File: config.mk
export PLATFORM = sky130hd
export DESIGN_NAME = captura_sequencia
export DESIGN_NICKNAME = d
export VERILOG_FILES = /design/src/rtl/captura_sequencia_pkg.sv /design/src/rtl/captura_sequencia_filtro_botao.sv /design/src/rtl/captura_sequencia.sv
export SDC_FILE = /design/constraint.sdc
export NUM_CORES = 1
export LEC_CHECK = 0
export ABC_AREA = 1
export BUFFER_PORTS_ARGS = -buffer_cell sky130_fd_sc_hd__clkbuf_2
export CAP_MARGIN = 30
export CORE_MARGIN = 3
export CORE_UTILIZATION = 44
export CTS_BUF_LIST = sky130_fd_sc_hd__clkbuf_8 sky130_fd_sc_hd__clkbuf_16
export CTS_CLUSTER_SIZE = 14
export DETAILED_ROUTE_END_ITERATION = 6
export GPL_ROUTABILITY_DRIVEN = 0
export PLACE_DENSITY = 0.72
export SYNTH_ARGS = -nofsm -noshare
export SYNTH_HDL_FRONTEND = slang
export SYNTH_SLANG_ARGS = --single-unit
File: constraint.sdc
create_clock -name clk -period 1.4 [get_ports clk]
set_clock_uncertainty 0.2 [all_clocks]
set_input_delay 0.21 -clock clk [delete_from_list [all_inputs] [get_ports clk]]
set_output_delay 0.21 -clock clk [all_outputs]
set_load 0.01 [all_outputs]
File: src/rtl/captura_sequencia_pkg.sv
// Shared definitions for the digit-entry sequencer and the downstream verifier:
// state encoding, default track length, BCD limit and position width.
package captura_sequencia_pkg;

    typedef enum logic [2:0] {
        OCIOSO    = 3'b000,
        AGUARDA   = 3'b001,
        APRESENTA = 3'b010,
        FIM       = 3'b011,
        FALHA     = 3'b100
    } estado_t;

    localparam int N_DIGITOS_DEF = 6;
    localparam int BCD_MAX       = 9;
    localparam int POS_W         = 3;

    function automatic logic eh_bcd(input logic [3:0] d);
        return d <= 4'(BCD_MAX);
    endfunction

endpackage

File: src/rtl/captura_sequencia_filtro_botao.sv
// filtro_botao: two-flop synchronizer plus debounce for the raw confirm button;
// gives the debounced level and a one-cycle pulse on its rising edge.
module filtro_botao #(
    parameter int DEBOUNCE = 4
) (
    input  logic clk,
    input  logic rst,
    input  logic botao_i,
    output logic nivel_o,
    output logic subida_o
);

    localparam int CW = (DEBOUNCE > 1) ? $clog2(DEBOUNCE) : 1;

    logic          sync1_q;
    logic          sync2_q;
    logic          nivel_q;
    logic          nivel_d;
    logic          nivel_ant_q;
    logic          subida_q;
    logic [CW-1:0] cnt_q;
    logic [CW-1:0] cnt_d;

    // The counter only runs while the synchronized sample disagrees with the
    // debounced level; any agreeing sample discards the partial count.
    always_comb begin
        cnt_d   = '0;
        nivel_d = nivel_q;
        if (sync2_q != nivel_q) begin
            if (cnt_q == CW'(DEBOUNCE - 1)) begin
                nivel_d = sync2_q;
            end else begin
                cnt_d = cnt_q + 1'b1;
            end
        end
    end

    always_ff @(posedge clk) begin
        if (rst) begin
            sync1_q     <= 1'b0;
            sync2_q     <= 1'b0;
            cnt_q       <= '0;
            nivel_q     <= 1'b0;
            nivel_ant_q <= 1'b0;
            subida_q    <= 1'b0;
        end else begin
            sync1_q     <= botao_i;
            sync2_q     <= sync1_q;
            cnt_q       <= cnt_d;
            nivel_q     <= nivel_d;
            nivel_ant_q <= nivel_q;
            subida_q    <= nivel_q & ~nivel_ant_q;
        end
    end

    assign nivel_o  = nivel_q;
    assign subida_o = subida_q;

endmodule

File: src/rtl/captura_sequencia.sv
// Digit-entry sequencer: one BCD digit per debounced confirm press, presented with
// its position as a strobe. Optional entry timeout enabled by macro TIMEOUT_EN.
import captura_sequencia_pkg::*;

module captura_sequencia #(
    parameter int N_DIGITOS  = N_DIGITOS_DEF,
    parameter int DEBOUNCE   = 4,
    parameter int ESPERA_MAX = 1000000
) (
    input  logic             clk,
    input  logic             rst,
    input  logic             iniciar,
    input  logic [3:0]       digito_in,
    input  logic             confirmar,
    input  logic             erro,
    output logic [3:0]       numero,
    output logic [POS_W-1:0] posicao_atual,
    output logic             numero_valido,
    output logic             digito_invalido,
    output logic             sequencia_completa,
    output logic             falha,
    output logic             timeout,
    output logic [2:0]       estado
);

    estado_t          state_q, state_d;
    logic [3:0]       num_q, num_d;
    logic [POS_W-1:0] pos_q, pos_d;
    logic             valido_q, valido_d;
    logic             invalido_q, invalido_d;
    logic             completa_q, completa_d;
    logic             falha_q, falha_d;
    logic             nivel_botao;
    logic             subida_botao;

`ifdef TIMEOUT_EN
    localparam int TW = $clog2(ESPERA_MAX);
    logic [TW-1:0] timer_q, timer_d;
    logic          tmo_q, tmo_d;
`endif

    filtro_botao #(
        .DEBOUNCE (DEBOUNCE)
    ) u_filtro (
        .clk      (clk),
        .rst      (rst),
        .botao_i  (confirmar),
        .nivel_o  (nivel_botao),
        .subida_o (subida_botao)
    );

    always_comb begin
        state_d    = state_q;
        num_d      = num_q;
        pos_d      = pos_q;
        valido_d   = 1'b0;
        invalido_d = 1'b0;
`ifdef TIMEOUT_EN
        tmo_d      = tmo_q;
`endif
        unique case (state_q)
            OCIOSO: begin
                if (iniciar) begin
                    state_d = AGUARDA;
                    pos_d   = '0;
                end
            end
            AGUARDA: begin
                // A press on the same edge as the timeout takes priority.
                if (subida_botao) begin
                    if (eh_bcd(digito_in)) begin
                        num_d    = digito_in;
                        valido_d = 1'b1;
                        state_d  = APRESENTA;
                    end else begin
                        invalido_d = 1'b1;
                    end
                end
`ifdef TIMEOUT_EN
                else if (timer_q == TW'(ESPERA_MAX - 1)) begin
                    state_d = FALHA;
                    tmo_d   = 1'b1;
                end
`endif
            end
            APRESENTA: begin
                if (erro) begin
                    state_d = FALHA;
                end else if (pos_q == POS_W'(N_DIGITOS - 1)) begin
                    state_d = FIM;
                end else begin
                    pos_d   = pos_q + 1'b1;
                    state_d = AGUARDA;
                end
            end
            FIM, FALHA: begin
                if (iniciar) begin
                    state_d = AGUARDA;
                    pos_d   = '0;
`ifdef TIMEOUT_EN
                    tmo_d   = 1'b0;
`endif
                end
            end
            default: begin
                state_d = OCIOSO;
            end
        endcase
        completa_d = (state_d == FIM);
        falha_d    = (state_d == FALHA);
    end

`ifdef TIMEOUT_EN
    // Restarts on every entry into AGUARDA and on each rejected press.
    always_comb begin
        timer_d = '0;
        if (state_q == AGUARDA && state_d == AGUARDA && !invalido_d) begin
            timer_d = timer_q + 1'b1;
        end
    end

    always_ff @(posedge clk) begin
        if (rst) begin
            timer_q <= '0;
            tmo_q   <= 1'b0;
        end else begin
            timer_q <= timer_d;
            tmo_q   <= tmo_d;
        end
    end

    assign timeout = tmo_q;
`else
    assign timeout = 1'b0;
`endif

    always_ff @(posedge clk) begin
        if (rst) begin
            state_q    <= OCIOSO;
            num_q      <= '0;
            pos_q      <= '0;
            valido_q   <= 1'b0;
            invalido_q <= 1'b0;
            completa_q <= 1'b0;
            falha_q    <= 1'b0;
        end else begin
            state_q    <= state_d;
            num_q      <= num_d;
            pos_q      <= pos_d;
            valido_q   <= valido_d;
            invalido_q <= invalido_d;
            completa_q <= completa_d;
            falha_q    <= falha_d;
        end
    end

    assign numero             = num_q;
    assign posicao_atual      = pos_q;
    assign numero_valido      = valido_q;
    assign digito_invalido    = invalido_q;
    assign sequencia_completa = completa_q;
    assign falha              = falha_q;
    assign estado             = state_q;

endmodule

==> impl_metrics.py <==
metrics = {
    "run_status": {
        "status": "finished clean",
    },
    "sta": {
        "finalSetupViolations": 0,
        "timing.final.ws_setup_ps": 18.7,
        "post-route-min-period_ps": 1380,
        "hold_violations": 0,
        "fin_tns_setup_ps": 0,
        "timing.fmax_mhz": 724,
        "rsz0062_at_grt": "yes",
        "slew_viol_final": 0,
        "finalCritPeriodShare_pct": 98.7,
    },
    "die": {
        "core-area_mm2": 0.00178,
        "die_h_um": 50.2,
        "rows": 15,
        "ios": 24,
        "dieArea_mm2": 0.00252,
        "die_w_um": 50.2,
        "start_util_pct": 48.3,
    },
    "detailed_routing": {
        "drtIter0Drc": 3,
        "post-route-drc-count": 0,
        "wl_per_cell_um": 11.1,
        "drtAntennaViolNets": 0,
        "vias_per_cell": 4.87,
        "vias": 814,
        "drt-total-wl_mm": 1.85,
        "drt_pass1_iterations": 5,
    },
    "critical_path": {
        "cp.arrival_ps": 1340,
        "critPathMaxFanout": 4,
        "worstPathRequired_ps": 1360,
        "worstSetupPathType": "reg2reg",
        "startpoint_type": "flop",
        "cp-end-kind": "flop",
    },
    "global_routing": {
        "overflow": 0,
        "grt_pass1_vias": 778,
        "grt.total_usage_pct": 15.9,
        "grt_pass1_wl_mm": 3.15,
        "antenna_found_initial": 0,
        "grt_max_degree": 14,
    },
    "logic_synthesis": {
        "syn-num-nets": 121,
        "syn_area_per_cell_um2": 7.90,
        "netlist_instances": 109,
        "synth_area_um2": 861,
        "synth-seq-area-share_pct": 48.8,
        "ys_types": 23,
        "ys_ff_latch": 21,
        "async_flop_share_pct": 0,
        "yosys_warnings": 0,
        "ys.flop_type": "dfxtp_1",
        "synth-edff-count": 0,
    },
    "final_layout": {
        "drive_gt1_share_pct": 40.8,
        "stdcell_area_mm2": 0.00119,
        "diodes": 0,
        "num-nets-final": 155,
        "area_growth_pct": 37.8,
        "finalNonFillerCells": 167,
    },
    "cts": {
        "cts_max_level": 1,
        "clockRootBuffer": "clkbuf_8",
        "clk_path_buf_depth": 2,
        "cts_tree": "built",
        "cts-buffers-inserted": 3,
        "clock_latency_ps": 260,
        "path_clk_slew_ps": 80,
        "cts.sinks": 21,
    },
    "power": {
        "power.leakage_nw": 0.539,
        "power_frac_clock_pct": 36.8,
        "finalPower_mw": 1.10,
        "power_switching_uw": 261,
        "intPower_uw": 839,
        "p_per_area_mw_per_mm2": 927,
        "switching_share_pct": 23.7,
        "p_comb_share_pct": 8.1,
        "peakVddDrop_mv": 0.729,
        "p_seq_share_pct": 55.1,
    },
    "place": {
        "dp_hpwl_mm": 1.32,
        "numPlacedInstances": 157,
        "portBuffers": 22,
        "placed_area_mm2": 0.00102,
        "pre_cts_slack_ps": -24.9,
    },
    "min_path": {
        "worstHoldPathType": "in2reg",
    },
    "flow_run": {
        "cap_viol_max_count": 0,
    },
}
-- kinds of logic (layout without fill, tap and decap cells) --
logic type                 count (synthesis)  count (layout)  share of synthesized area (%)
adders and majority gates                  3               3                           4.36
AOI/OAI and AO/OA                         18              18                           11.6
DFF                                       21              21                           48.8
other                                      1               1                          0.436
xor gates and xnor gates                   1               1                           1.02
buffers and inverters                     20              53                           9.30
and+or+nand+nor                           45              45                           24.4
-- Yosys cell counts, types with 2 or more instances --
cell type | n | area (um2)
nand2_2 | 3 | 18.8
o21ai_0 | 5 | 25.0
dfxtp_1 | 21 | 420
nand4_1 | 3 | 18.8
ha_1 | 3 | 37.5
a21oi_1 | 9 | 45.0
nand3_1 | 3 | 15.0
inv_1 | 14 | 52.6
nand3_2 | 2 | 20.0
nor3_1 | 4 | 20.0
nor2_2 | 2 | 12.5
inv_2 | 3 | 11.3
nor2_1 | 19 | 71.3
nand2_1 | 9 | 33.8
-- worst paths after layout --
kind,cells past startpoint,slack (ps),to,startpoint
min,3,20,numero[2]$_SDFFE_PP0P_,digito_in[2]
max,8,20,posicao_atual[0]$_SDFFE_PP0P_,posicao_atual[1]$_SDFFE_PP0P_
max reg2reg,8,20,posicao_atual[0]$_SDFFE_PP0P_,posicao_atual[1]$_SDFFE_PP0P_
min reg2reg,1,200,u_filtro.subida_o$_SDFF_PP0_,u_filtro.nivel_ant_q$_SDFF_PP0_
-- state kept, by name, summed over array words and instances, names as in the netlist, 2 cells and up --
register,count
posicao_atual,3
u_filtro.cnt_q,2
estado,3
numero,4
-- layout make-up --
cell class                 count  area (um2)
inverter                      17        66.3
sequential                    21         429
multi-input combinational     68         415
fill                         157         597
clock buffer                   3        41.3
clock inverter                 1        7.51
timing repair buffer          32         195
tap                           25        31.3
-- metrics by stage --
step / hold WS, ps / util (%)
final: 16.8 / 66.5
after detailed placement: 182 / 57.1
after global routing: 16.8 / 66.5
after CTS: 15.9 / 63.6
after floorplan: 117 / -
after global placement: 180 / 57.1
-- power groups by stage --
stage,clock (mW),sequential [mW],combinational [mW]
floorplan,0,0.624,0.0418
global placement,0,0.622,0.0710
CTS,0.415,0.608,0.0835
global route,0.452,0.608,0.0989
finish,0.405,0.606,0.0889
detailed placement,0,0.622,0.0736
-- placed cells by master, fill, tap and decap left out, types with 3 or more instances in the layout --
cell type,count
a21oi_1,9
buf_4,6
clkbuf_2,22
clkbuf_8,3
dfxtp_1,16
dfxtp_2,4
dlygate4sd3_1,4
inv_1,12
inv_2,4
nand2_1,8
nand2_2,4
nand3_2,3
nand4_1,3
nor2_1,16
nor2_4,3
nor3_1,3
o21ai_0,4
-- layer usage --
metal,vias to the layer above,global-route usage (%),part of all wire [%],routed length (um)
met5,-,0,0,0
met4,0,3.69,0.22,4
met3,2,5.93,6.3,117
met2,28,28.9,50,933
met1,371,17.1,43,793
li1,413,-,-,-
-- critical path: stages, from the launching register on --
cell and delay, ps:
dfxtp_2 340, inv_2 40, ha_4 140, nand2_2 60, inv_2 50, o21ai_4 170
nand3_2 120, nor2_1 110, nor2_1 40
-- timing repair --
| item | in CTS | in global routing |
|---|---|---|
| hold buffers | 4 | 0 |
| gates resized for setup | 8 | 13 |
| setup buffers | 0 | 2 |
| setup endpoints to repair | 3 | 7 |
| endpoints found under the hold margin | 4 | 0 |
| pin swaps | 4 | 8 |
No activity file was read; power rests on OpenSTA's default activity.
